### src/rtl/time_us_multi.sv
// Multi-channel microsecond timer: each channel has its own prescaler, counter, compare, capture and overflow logic.
// All outputs are registered in the CLK domain.
module time_us_multi #(
  parameter int CLK_HZ  = 50_000_000,
  parameter int TICK_HZ = 1_000_000,
  parameter int CH      = 4,
  parameter int CNT_W   = 16,
  parameter int SAT     = 0
) (
  input  logic                CLK,
  input  logic                RSTn,
  input  logic [CH-1:0]       En,
  input  logic [CH-1:0]       Clr,
  input  logic [CH-1:0]       Cap,
  input  logic [CH*CNT_W-1:0] Cmp_val,
  output logic [CH*CNT_W-1:0] Nus,
  output logic [CH*CNT_W-1:0] Cap_val,
  output logic [CH-1:0]       Cap_vld,
  output logic [CH-1:0]       Match,
  output logic [CH-1:0]       OVERFLW,
  output logic [CH-1:0]       Ovf_stky
);

  localparam int              DIV      = CLK_HZ / TICK_HZ;
  localparam int              PRE_W    = $clog2(DIV);
  localparam logic [PRE_W-1:0] PRE_LAST = PRE_W'(DIV - 1);
  localparam logic [CNT_W-1:0] MAX      = '1;
  localparam logic            SAT_MODE = (SAT != 0);

  for (genvar i = 0; i < CH; i++) begin : g_ch
    logic [PRE_W-1:0] r_pre;
    logic [CNT_W-1:0] r_cnt;
    logic [CNT_W-1:0] r_cap;
    logic             r_cap_vld;
    logic             r_match;
    logic             r_ovf;
    logic             r_stky;

    logic             w_tick;
    logic             w_at_max;
    logic             w_step;
    logic [CNT_W-1:0] w_next;
    logic [CNT_W-1:0] w_cmp;

    assign w_cmp    = Cmp_val[i*CNT_W +: CNT_W];
    assign w_tick   = En[i] & ~Clr[i] & (r_pre == PRE_LAST);
    assign w_at_max = (r_cnt == MAX);
    // A step is a tick that actually changes the count; a saturated counter at MAX never steps.
    assign w_step   = w_tick & ~(w_at_max & SAT_MODE);
    assign w_next   = r_cnt + 1'b1;

    always_ff @(posedge CLK or negedge RSTn) begin
      if (!RSTn) begin
        r_pre     <= '0;
        r_cnt     <= '0;
        r_cap     <= '0;
        r_cap_vld <= 1'b0;
        r_match   <= 1'b0;
        r_ovf     <= 1'b0;
        r_stky    <= 1'b0;
      end else begin
        r_cap_vld <= Cap[i];
        if (Cap[i]) r_cap <= En[i] ? r_cnt : '0;
        if (!En[i] || Clr[i]) begin
          r_pre   <= '0;
          r_cnt   <= '0;
          r_match <= 1'b0;
          r_ovf   <= 1'b0;
          r_stky  <= 1'b0;
        end else begin
          r_pre   <= (r_pre == PRE_LAST) ? '0 : r_pre + 1'b1;
          r_match <= w_step && (w_next == w_cmp);
          if (w_step) r_cnt <= w_next;
          if (SAT_MODE) begin
            r_ovf  <= w_step ? (w_next == MAX) : w_at_max;
            r_stky <= r_stky | (w_step && (w_next == MAX));
          end else begin
            r_ovf  <= w_tick & w_at_max;
            r_stky <= r_stky | (w_tick & w_at_max);
          end
        end
      end
    end

    assign Nus[i*CNT_W +: CNT_W]     = r_cnt;
    assign Cap_val[i*CNT_W +: CNT_W] = r_cap;
    assign Cap_vld[i]                = r_cap_vld;
    assign Match[i]                  = r_match;
    assign OVERFLW[i]                = r_ovf;
    assign Ovf_stky[i]               = r_stky;
  end

endmodule

### config.mk
export PLATFORM = sky130hd
export DESIGN_NAME = time_us_multi
export DESIGN_NICKNAME = d
export VERILOG_FILES = /design/src/rtl/time_us_multi.sv
export SDC_FILE = /design/constraint.sdc
export NUM_CORES = 1
export LEC_CHECK = 0
export ABC_AREA = 1
export BUFFER_PORTS_ARGS = -buffer_cell sky130_fd_sc_hd__buf_2
export CAP_MARGIN = 20
export CORE_MARGIN = 2
export CORE_UTILIZATION = 40
export DETAILED_ROUTE_END_ITERATION = 16
export GPL_ROUTABILITY_DRIVEN = 0
export PLACE_DENSITY = 0.62
export SLEW_MARGIN = 20
export SYNTH_ARGS = -nofsm -noshare
export SYNTH_HDL_FRONTEND = slang
export SYNTH_SLANG_ARGS = --single-unit
### constraint.sdc
create_clock -name CLK -period 2.85 [get_ports CLK]
set_input_delay 0.285 -clock CLK [delete_from_list [all_inputs] [get_ports CLK]]
set_output_delay 0.285 -clock CLK [all_outputs]
set_load 0.005 [all_outputs]
==> results of run 1 <==
-- stage by stage --
step | power (mW) | std cells | setup slack [ns]
finish | 5.04 | 1764 | 0.765
global route | 5.22 | 1764 | 0.503
CTS | 5.09 | 1764 | 0.796
detailed placement | 2.72 | 1731 | 0.813
global placement | 2.72 | 1731 | 0.809
floorplan | 2.57 | 1232 | 1.21
-- cell type report --
type | instances | area (um2)
Fill cell | 2381 | 12000
Sequential cell | 168 | 4200
Multi-Input combinational cell | 821 | 4190
Timing Repair Buffer | 228 | 1190
Inverter | 196 | 736
Clock buffer | 20 | 447
Tap cell | 319 | 399
Clock inverter | 12 | 138
-- where the power goes --
part | internal, mW | leakage (nW) | switching [mW]
combinational | 0.0928 | 2.91 | 0.181
clock | 1.33 | 0.282 | 1.04
sequential | 2.39 | 2.33 | 0.00555
-- synthesized netlist by cell type, types with 9 or more instances --
cell and count:
sky130_fd_sc_hd__a21oi_1 10, sky130_fd_sc_hd__buf_4 18, sky130_fd_sc_hd__clkbuf_1 26, sky130_fd_sc_hd__dfrtp_1 168, sky130_fd_sc_hd__ha_1 12, sky130_fd_sc_hd__inv_1 192
sky130_fd_sc_hd__nand2_1 283, sky130_fd_sc_hd__nand3_1 134, sky130_fd_sc_hd__nand3b_1 22, sky130_fd_sc_hd__nand4_1 27, sky130_fd_sc_hd__nor2_1 107, sky130_fd_sc_hd__nor2_2 9
sky130_fd_sc_hd__o21ai_0 74, sky130_fd_sc_hd__o22ai_1 66, sky130_fd_sc_hd__xnor2_1 12, sky130_fd_sc_hd__xor2_1 19
-- state kept, by name (all words and copies together) (netlist names) --
| name | flops |
|---|---|
| g_ch.r_cnt | 64 |
| g_ch.r_match | 4 |
| g_ch.r_ovf | 4 |
| g_ch.r_cap | 64 |
| g_ch.r_pre | 24 |
| g_ch.r_stky | 4 |
| g_ch.r_cap_vld | 4 |
-- layer usage --
layer | vias to the layer above | GRT usage [%] | share of wire, %
met2 | 246 | 34.6 | 46
li1 | 4388 | - | -
met1 | 4080 | 29.0 | 47
met5 | - | 0 | 0
met4 | 0 | 6.28 | 1.4
met3 | 26 | 3.72 | 5.1
-- worst paths after layout --
path / start / to / slack, ns / depth (start not counted)
worst max register to register: g_ch[0].r_cnt[0] / g_ch[0].r_match / 0.77 / 9
worst min-delay path: Clr[1] / g_ch[1].r_stky / 0.13 / 3
worst min register to register: g_ch[0].r_stky / g_ch[0].r_stky / 0.49 / 1
worst max-delay path: g_ch[0].r_cnt[0] / g_ch[0].r_match / 0.77 / 9
min in group asynchronous: RSTn / g_ch[1].r_cap[5] / 0.43 / 2
max in group asynchronous: RSTn / g_ch[0].r_stky / 1.63 / 3
-- tightest hold or removal path, stage by stage --
cell and delay, ns:
sky130_fd_sc_hd__buf_2 0.08, sky130_fd_sc_hd__nor2_2 0.06, sky130_fd_sc_hd__o21a_1 0.10
-- what timing repair did --
item / in CTS / in global routing
endpoints found under the hold margin: 70 / 0
resized for setup: 0 / 0
hold buffers: 1 / 0
setup buffers: 0 / 0
-- cells by family (layout without fill, tap and decap cells) --
family / Yosys count / after routing / synth area share [%]
simple gates: 617 / 617 / 30.2
buf+inv: 243 / 456 / 10.5
flops: 168 / 168 / 44.8
compound gates: 159 / 159 / 9.51
xor+xnor: 33 / 33 / 3.37
fa+ha+maj: 12 / 12 / 1.60
==> insert_results.sql, run 1 <==
INSERT INTO impl_metrics (metric_group, metric, value, unit) VALUES
('status', 'status', 'finished clean', ''),
('global_route', 'first_pass_grt_wire_length', '41900', 'um'),
('finish', 'syn_to_final_growth', '20.6', '%'),
('critical_path', 'crit_path_max_fanout', '8', ''),
('place', 'io_buffer_count', '221', ''),
('route', 'routed_wirelength', '25800', 'um'),
('finish', 'postLayoutCoreUtil', '48.6', '%'),
('floorplanning', 'ios', '222', ''),
('synthesis', 'synth_top_cells_by_area', 'sky130_fd_sc_hd__dfrtp_1 45%, sky130_fd_sc_hd__nand2_1 11%, sky130_fd_sc_hd__inv_1 7.7%', ''),
('finish', 'final_layout_size_suffix_gt1_share', '20.2', '%'),
('critical_path', 'end_kind', 'flip-flop', ''),
('finish', 'layout.cells.most_common_list', '283 x sky130_fd_sc_hd__nand2_1, 220 x sky130_fd_sc_hd__buf_2, 192 x sky130_fd_sc_hd__inv_1', ''),
('floorplanning', 'die_h', '157', 'um'),
('pwr', 'static-leakage-power', '5.53', 'nW'),
('job', 'drv.max_cap_violation_count', '0', ''),
('sta', 'worst_slew_pin_slew', '0.814', 'ns'),
('place', 'dp_hpwl', '19200', 'um'),
('floorplanning', 'initial_core_util', '40.3', '%'),
('critical_path', 'path_class', 'flip-flop to flip-flop', ''),
('synthesis', 'postSynthCellCount', '1232', ''),
('route', 'routed_length_per_placed_instance', '14.6', 'um'),
('floorplanning', 'die_x', '157', 'um'),
('route', 'drtAntennaViolNets', '0', ''),
('floorplanning', 'fp.dieArea', '24700', 'um2'),
('clock_tree', 'cts_max_path_buffers', '2', ''),
('sta', 'max_freq', '480', 'MHz'),
('synthesis', 'yosys_most_used_dff', 'sky130_fd_sc_hd__dfrtp_1', ''),
('critical_path', 'critical_path.cell_chain', 'ha_1, nand3_1, o21ai_0, o21ai_0, or2_2, nand3_1, nor2_1, nand2_1, nor2_1', ''),
('global_route', 'grt_pass1_vias', '8313', ''),
('critical_path', 'crit_path_top_delay_cell', 'sky130_fd_sc_hd__dfrtp_1', ''),
('floorplanning', 'row_count', '56', ''),
('sta', 'period_share', '73.1', '%'),
('synthesis', 'synth_sequential_area_ratio', '44.8', '%'),
('clock_tree', 'clk-insertion-delay-late', '0.43', 'ns'),
('pwr', 'power_density', '445', 'nW/um2'),
('global_route', 'gr-usage-all-layers', '21.2', '%'),
('clock_tree', 'clkSlewWorstSetupHoldPaths', '0.07', 'ns'),
('synthesis', 'postSynthAreaPerCell', '7.61', 'um2'),
('clock_tree', 'clock_tree_from_tritoncts', 'done', ''),
('sta', 'worst_slew_margin_rel', '45.6', '%'),
('route', 'dr.first_iter.drc_count', '587', ''),
('finish', 'antenna_cells_inserted', '0', ''),
('synthesis', 'synth_area', '9380', 'um2'),
('synthesis', 'netlist-cell-type-count', '35', ''),
('critical_path', 'path_delay_family', 'simple AND/OR/NAND/NOR gates', ''),
('route', 'drc_errors', '0', ''),
('sta', 'finalSetupTns', '0', 'ns'),
('finish', 'layout.nets', '1522', ''),
('floorplanning', 'core_area', '23300', 'um2'),
('sta', 'final-hold-violation-count', '0', ''),
('route', 'route.vias.total', '8740', ''),
('synthesis', 'synth_enable_flop_cells', '0', ''),
('sta', 'timing.final.crit_period', '2.08', 'ns'),
('clock_tree', 'cts-htree-levels', '4', ''),
('route', 'dr.pass1.iters', '5', ''),
('route', 'via_per_inst', '4.95', ''),
('clock_tree', 'numClockSinks', '168', ''),
('clock_tree', 'cts-buffers-inserted', '17', ''),
('synthesis', 'netlist.top_cell.by_area', 'sky130_fd_sc_hd__dfrtp_1', ''),
('place', 'placed_cell_area', '10700', 'um2'),
('sta', 'fin_worst_hold_slack', '0.133', 'ns'),
('critical_path', 'critPathArrivalTime', '2.40', 'ns'),
('critical_path', 'critPathMaxStageDelay', '0.52', 'ns'),
('sta', 'grt_setup_unrepaired', 'no', ''),
('clock_tree', 'cts_root_buffer', 'sky130_fd_sc_hd__clkbuf_16', ''),
('synthesis', 'synth_async_sr_flop_share', '100', '%'),
('sta', 'clock_skew', '0.0120', 'ns'),
('synthesis', 'mappedNetlistNets', '1322', ''),
('sta', 'setup_viol', '0', ''),
('critical_path', 'required', '3.17', 'ns'),
('finish', 'design_area', '11300', 'um2');
(Power assumes the default switching activity.)
==> run 2, diff against run 1 <==
Clock period 2.85 ns to 2.14 ns, I/O delays scaled along.
==> insert_results.sql, run 2 (same netlist as run 1, synthesis figures left out) <==
INSERT INTO impl_metrics (metric_group, metric, value, unit) VALUES
('pwr', 'static-leakage-power', '5.61', 'nW'),
('route', 'drtAntennaViolNets', '0', ''),
('clock_tree', 'numClockSinks', '168', ''),
('place', 'dp_hpwl', '19800', 'um'),
('critical_path', 'crit_path_max_fanout', '6', ''),
('sta', 'worst_setup_slack_final', '0.262', 'ns'),
('global_route', 'first_pass_grt_wire_length', '42400', 'um'),
('route', 'routed_length_per_placed_instance', '14.8', 'um'),
('clock_tree', 'clk-insertion-delay-late', '0.43', 'ns'),
('finish', 'postLayoutCoreUtil', '49.3', '%'),
('route', 'routedLengthMet1', '12300', 'um'),
('place', 'placed_cell_area', '10900', 'um2'),
('clock_tree', 'clock_tree_from_tritoncts', 'done', ''),
('clock_tree', 'cts-htree-levels', '4', ''),
('floorplanning', 'core_area', '23300', 'um2'),
('sta', 'grt_setup_unrepaired', 'no', ''),
('global_route', 'overflow', '0', ''),
('sta', 'clock_skew', '0.00693', 'ns'),
('finish', 'mostFrequentLayoutCell', 'sky130_fd_sc_hd__nand2_1', ''),
('place', 'io_buffer_count', '221', ''),
('route', 'routed-wl-met2', '12400', 'um'),
('route', 'top_signal_layer_used', 'met4', ''),
('floorplanning', 'ios', '222', ''),
('finish', 'antenna_cells_inserted', '0', ''),
('sta', 'setup_viol', '0', ''),
('finish', 'layout.cells.most_common_list', '283 x sky130_fd_sc_hd__nand2_1, 220 x sky130_fd_sc_hd__buf_2, 192 x sky130_fd_sc_hd__inv_1', ''),
('floorplanning', 'fp.dieArea', '24700', 'um2'),
('route', 'route.vias.total', '8874', ''),
('critical_path', 'required', '2.51', 'ns'),
('status', 'status', 'finished clean', ''),
('finish', 'largest_registers_in_the_final_layout', 'g_ch.r_cap (64), g_ch.r_cnt (64), g_ch.r_pre (24)', ''),
('finish', 'design_area', '11500', 'um2'),
('route', 'dr.pass1.iters', '5', ''),
('job', 'drv.max_cap_violation_count', '0', ''),
('sta', 'timing_max_transition_violations_final', '0', ''),
('sta', 'worst_slew_margin_rel', '57.2', '%'),
('min_path', 'hold_path_class', 'input port to flip-flop', ''),
('floorplanning', 'die_x', '157', 'um'),
('clock_tree', 'cts-buffers-inserted', '17', ''),
('global_route', 'grt_pass1_vias', '8375', ''),
('sta', 'worst_slew_pin_slew', '0.641', 'ns'),
('route', 'dr.first_iter.drc_count', '503', ''),
('sta', 'final-hold-violation-count', '0', ''),
('clock_tree', 'post-cts-setup-buffers', '0', ''),
('clock_tree', 'cts_root_buffer', 'sky130_fd_sc_hd__clkbuf_16', ''),
('critical_path', 'path_class', 'flip-flop to flip-flop', ''),
('route', 'via_per_inst', '4.98', ''),
('global_route', 'antenna_found_initial', '0', ''),
('critical_path', 'worstSetupStartpointType', 'flip-flop', ''),
('floorplanning', 'row_count', '56', ''),
('pwr', 'power_density', '589', 'nW/um2'),
('route', 'routed_wirelength', '26500', 'um'),
('floorplanning', 'die_h', '157', 'um'),
('sta', 'period_share', '87.7', '%'),
('clock_tree', 'clkSlewWorstSetupHoldPaths', '0.07', 'ns'),
('critical_path', 'end_kind', 'flip-flop', ''),
('sta', 'timing.final.crit_period', '1.88', 'ns'),
('finish', 'final_layout_size_suffix_gt1_share', '21.5', '%'),
('critical_path', 'critPathArrivalTime', '2.24', 'ns'),
('global_route', 'gr-usage-all-layers', '21.6', '%'),
('floorplanning', 'initial_core_util', '40.3', '%'),
('global_route', 'grt_max_degree', '53', ''),
('sta', 'finalSetupTns', '0', 'ns'),
('finish', 'syn_to_final_growth', '22.2', '%'),
('pwr', 'finalPower', '6.75', 'mW'),
('pwr', 'vdd_drop_max', '0.466', 'mV'),
('clock_tree', 'cts_max_path_buffers', '2', ''),
('place', 'place_ws', '0.240', 'ns'),
('route', 'met3_length', '1400', 'um'),
('route', 'drc_errors', '0', ''),
('finish', 'layout.nets', '1542', ''),
('sta', 'max_freq', '533', 'MHz');
==> run 2: cell count changes in the layout (fill, tap and decap cells not counted) <==
cell / previous run / this run
sky130_fd_sc_hd__clkinvlp_4: 2 / 5
sky130_fd_sc_hd__nand3_1: 134 / 133
sky130_fd_sc_hd__nand3_2: 3 / 4
sky130_fd_sc_hd__o21ai_1: 4 / 5
sky130_fd_sc_hd__dfrtp_2: 0 / 1
sky130_fd_sc_hd__o21ai_0: 74 / 73
sky130_fd_sc_hd__inv_6: 5 / 4
sky130_fd_sc_hd__nor2_2: 9 / 10
sky130_fd_sc_hd__nor2_1: 107 / 106
sky130_fd_sc_hd__buf_4: 4 / 24
sky130_fd_sc_hd__clkbuf_1: 2 / 1
sky130_fd_sc_hd__clkinv_2: 2 / 0
sky130_fd_sc_hd__dfrtp_1: 168 / 167
==> run 2: what timing repair did <==
action / CTS / global route
endpoints found under the hold margin: 46 / 0
resized for setup: 0 / 4
hold buffers: 1 / 0
setup endpoints to repair: 0 / 1
==> run 2: per-layer routing <==
| layer | GRT usage (%) | vias up |
|---|---|---|
| li1 | - | 4419 |
| met5 | 0 | - |
| met1 | 29.5 | 4180 |
| met3 | 3.47 | 25 |
| met2 | 35.6 | 250 |
| met4 | 6.06 | 0 |
==> run 2: where the power goes <==
| part | internal [mW] | total [mW] | switching, mW | leakage, nW |
|---|---|---|---|---|
| Combinational | 0.139 | 0.389 | 0.250 | 3.01 |
| Sequential | 3.18 | 3.19 | 0.00756 | 2.33 |
| Clock | 1.76 | 3.17 | 1.41 | 0.269 |
==> run 2: per-stage QoR <==
stage               std cells  hold slack (ns)
floorplan                1232          -0.0816
global placement         1751            0.211
detailed placement       1751            0.220
CTS                      1783           0.0537
global route             1783           0.0817
finish                   1783           0.0727
==> run 2: critical path: stages, from the launching register on <==
cell	delay (ns)
sky130_fd_sc_hd__dfrtp_1	0.45
sky130_fd_sc_hd__ha_1	0.31
sky130_fd_sc_hd__nand3_1	0.18
sky130_fd_sc_hd__nor2_1	0.22
sky130_fd_sc_hd__nand4_1	0.14
sky130_fd_sc_hd__nand2_1	0.11
sky130_fd_sc_hd__nand2_1	0.06
sky130_fd_sc_hd__nand2_1	0.06
sky130_fd_sc_hd__nand2_1	0.06
sky130_fd_sc_hd__nor2_1	0.10
sky130_fd_sc_hd__nand2_1	0.05
sky130_fd_sc_hd__nor2_1	0.08
==> run 2: path summary, 6_finish.rpt <==
path	from	slack, ns	depth (start not counted)	to
worst max register to register	g_ch[2].r_cnt[1]	0.26	11	g_ch[2].r_match
worst max-delay path	g_ch[2].r_cnt[1]	0.26	11	g_ch[2].r_match
worst min register to register	g_ch[0].r_stky	0.49	1	g_ch[0].r_stky
worst min-delay path	Cmp_val[13]	0.07	4	g_ch[0].r_match
max in group asynchronous	RSTn	1.12	3	g_ch[3].r_cnt[7]
min in group asynchronous	RSTn	0.32	2	g_ch[1].r_cap[13]
==> run 2: final cells by class <==
class | count | area (um2)
clock buffer | 19 | 443
clock inverter | 12 | 141
fill | 2355 | 11800
inverter | 196 | 736
multi-input combinational | 821 | 4200
sequential | 168 | 4210
tap | 319 | 399
timing repair buffer | 248 | 1340
==> run 3, diff against run 2 <==
Settings changed: CORE_MARGIN 2 to default.
==> insert_results.sql, run 3 (same netlist as run 1, synthesis figures left out) <==
INSERT INTO impl_metrics (metric_group, metric, value, unit) VALUES
('clock_tree', 'cts-htree-levels', '4', ''),
('sta', 'timing.final.crit_period', '1.91', 'ns'),
('pwr', 'internal-power', '5.02', 'mW'),
('sta', 'worst_slew_pin_slew', '0.721', 'ns'),
('sta', 'clock_skew', '0.0116', 'ns'),
('global_route', 'overflow', '0', ''),
('finish', 'fillCellCount', '2298', ''),
('place', 'io_buffer_count', '221', ''),
('place', 'dp_hpwl', '19600', 'um'),
('sta', 'final-hold-violation-count', '0', ''),
('finish', 'final_layout_size_suffix_gt1_share', '21.4', '%'),
('route', 'dr.first_iter.drc_count', '552', ''),
('pwr', 'power.share.sequential', '48.2', '%'),
('critical_path', 'critPathLaunch', 'g_ch[2].r_cnt[0]', ''),
('critical_path', 'required', '2.50', 'ns'),
('pwr', 'p_comb_share', '5.8', '%'),
('pwr', 'vdd_drop_max', '0.404', 'mV'),
('global_route', 'gr-usage-all-layers', '22.0', '%'),
('sta', 'period_share', '89.3', '%'),
('finish', 'fin_cells', '1776', ''),
('pwr', 'p_clk_share', '46.0', '%'),
('finish', 'largest_registers_in_the_final_layout', 'g_ch.r_cap (64), g_ch.r_cnt (64), g_ch.r_pre (24)', ''),
('clock_tree', 'clk-insertion-delay-late', '0.43', 'ns'),
('sta', 'worst_slew_margin_rel', '51.8', '%'),
('clock_tree', 'post-cts-setup-buffers', '0', ''),
('sta', 'timing_max_transition_violations_final', '0', ''),
('pwr', 'static-leakage-power', '5.61', 'nW'),
('route', 'route.vias.total', '8903', ''),
('clock_tree', 'clkSlewWorstSetupHoldPaths', '0.07', 'ns'),
('route', 'routed_wirelength', '26000', 'um'),
('route', 'drtAntennaViolNets', '0', ''),
('critical_path', 'ff2ff_setup_slack', '0.23', 'ns'),
('floorplanning', 'initial_core_util', '41.1', '%'),
('critical_path', 'worstSetupStartpointType', 'flip-flop', ''),
('pwr', 'switching_power', '1.60', 'mW'),
('finish', 'syn_to_final_growth', '21.8', '%'),
('status', 'status', 'finished clean', ''),
('floorplanning', 'die_h', '155', 'um'),
('place', 'placed_cell_area', '10800', 'um2'),
('critical_path', 'worst_setup_path_endpoint', 'g_ch[2].r_stky', ''),
('route', 'dr.pass1.iters', '5', ''),
('finish', 'design_area', '11400', 'um2'),
('place', 'post-place-cells', '1744', ''),
('critical_path', 'crit-reg2reg-capture', 'g_ch[2].r_stky', ''),
('critical_path', 'critPathArrivalTime', '2.28', 'ns'),
('pwr', 'switching_share', '24.2', '%'),
('sta', 'finalSetupTns', '0', 'ns'),
('job', 'drv.max_cap_violation_count', '0', ''),
('critical_path', 'crit_path_max_fanout', '6', ''),
('finish', 'mostFrequentLayoutCell', 'sky130_fd_sc_hd__nand2_1', ''),
('floorplanning', 'ios', '222', ''),
('critical_path', 'worstRegToRegCells', '9', ''),
('clock_tree', 'clock_tree_from_tritoncts', 'done', ''),
('floorplanning', 'core_area', '22800', 'um2'),
('clock_tree', 'numClockSinks', '168', ''),
('critical_path', 'end_kind', 'flip-flop', ''),
('route', 'via_per_inst', '5.01', ''),
('clock_tree', 'cts-buffers-inserted', '17', ''),
('floorplanning', 'fp.dieArea', '24100', 'um2'),
('min_path', 'worstHoldPathCells', '4', ''),
('clock_tree', 'cts_max_path_buffers', '2', ''),
('route', 'routed_length_per_placed_instance', '14.7', 'um'),
('global_route', 'grt_pass1_vias', '8394', ''),
('global_route', 'antenna_found_initial', '0', ''),
('critical_path', 'path_class', 'flip-flop to flip-flop', ''),
('pwr', 'power_density', '580', 'nW/um2'),
('finish', 'antenna_cells_inserted', '0', ''),
('floorplanning', 'row_count', '55', ''),
('global_route', 'grt_max_degree', '56', ''),
('floorplanning', 'die_x', '155', 'um'),
('sta', 'max_freq', '523', 'MHz'),
('critical_path', 'startpoint_of_the_most_critical_register_to_register_path', 'g_ch[2].r_cnt[0]', ''),
('finish', 'layout.cells.most_common_list', '283 x sky130_fd_sc_hd__nand2_1, 220 x sky130_fd_sc_hd__buf_2, 192 x sky130_fd_sc_hd__inv_1', ''),
('sta', 'setup_viol', '0', ''),
('global_route', 'first_pass_grt_wire_length', '42200', 'um'),
('clock_tree', 'cts_root_buffer', 'sky130_fd_sc_hd__clkbuf_16', ''),
('finish', 'layout.nets', '1541', ''),
('min_path', 'hold_path_class', 'input port to flip-flop', ''),
('route', 'drc_errors', '0', ''),
('sta', 'grt_setup_unrepaired', 'no', '');
run 3: worst min path at each step:
| stage | slack (ns) | startpoint | endpoint |
|---|---|---|---|
| floorplan | -0.08 | RSTn | g_ch[0].r_cap[0] |
| global placement | 0.16 | RSTn | g_ch[0].r_cap_vld |
| detailed placement | 0.17 | RSTn | g_ch[0].r_cap_vld |
| CTS | 0.07 | Cmp_val[13] | g_ch[0].r_match |
| global route | 0.08 | Clr[2] | g_ch[2].r_stky |
| finish | 0.08 | Clr[2] | g_ch[2].r_stky |
run 3: power by group through the flow:
stage	combinational, mW	sequential, mW	clock, mW
detailed placement	0.391	3.25	0
floorplan	0.168	3.25	0
global placement	0.389	3.25	0
global route	0.437	3.19	3.24
CTS	0.394	3.19	3.13
finish	0.386	3.19	3.05
run 3: layer usage:
layer / up-vias / part of all wire, % / GRT usage (%) / wire, um
met1: 4167 / 46 / 29.9 / 12000
li1: 4431 / - / - / -
met3: 34 / 5.7 / 3.65 / 1480
met2: 271 / 46 / 35.6 / 12000
met4: 0 / 1.8 / 7.17 / 473
met5: - / 0 / 0 / 0
run 3: stage by stage:
step	util (%)	hold slack, ns	total power, mW	setup slack (ns)
after floorplan	-	-0.0816	3.42	0.500
after CTS	50.0	0.0728	6.71	0.231
after detailed placement	47.5	0.165	3.64	0.251
after global placement	47.5	0.161	3.64	0.239
after global routing	50.0	0.0792	6.87	0.000256
final	50.0	0.0842	6.63	0.229
run 3: area by class of cell:
type,count,area (um2),area share (%)
clock inverter,9,90.1,0.788
tap,313,392,3.43
multi-input combinational,821,4200,36.7
clock buffer,22,474,4.15
timing repair buffer,247,1340,11.7
sequential,168,4210,36.8
inverter,196,736,6.44
run 3: timing repair:
item | in CTS | in global routing
hold buffers | 1 | 0
endpoints found under the hold margin | 37 | 0
endpoints found under the setup margin | 0 | 2
gates resized for setup | 0 | 3
run 3: worst max-delay path, cell delays in order (launching register included):
cell	delay, ns
sky130_fd_sc_hd__dfrtp_1	0.46
sky130_fd_sc_hd__ha_1	0.33
sky130_fd_sc_hd__nand3_1	0.18
sky130_fd_sc_hd__inv_1	0.11
sky130_fd_sc_hd__nand2_1	0.08
sky130_fd_sc_hd__nor2_1	0.09
sky130_fd_sc_hd__nand2_1	0.11
sky130_fd_sc_hd__nor4_2	0.30
sky130_fd_sc_hd__nor2_1	0.08
sky130_fd_sc_hd__nor2_1	0.09
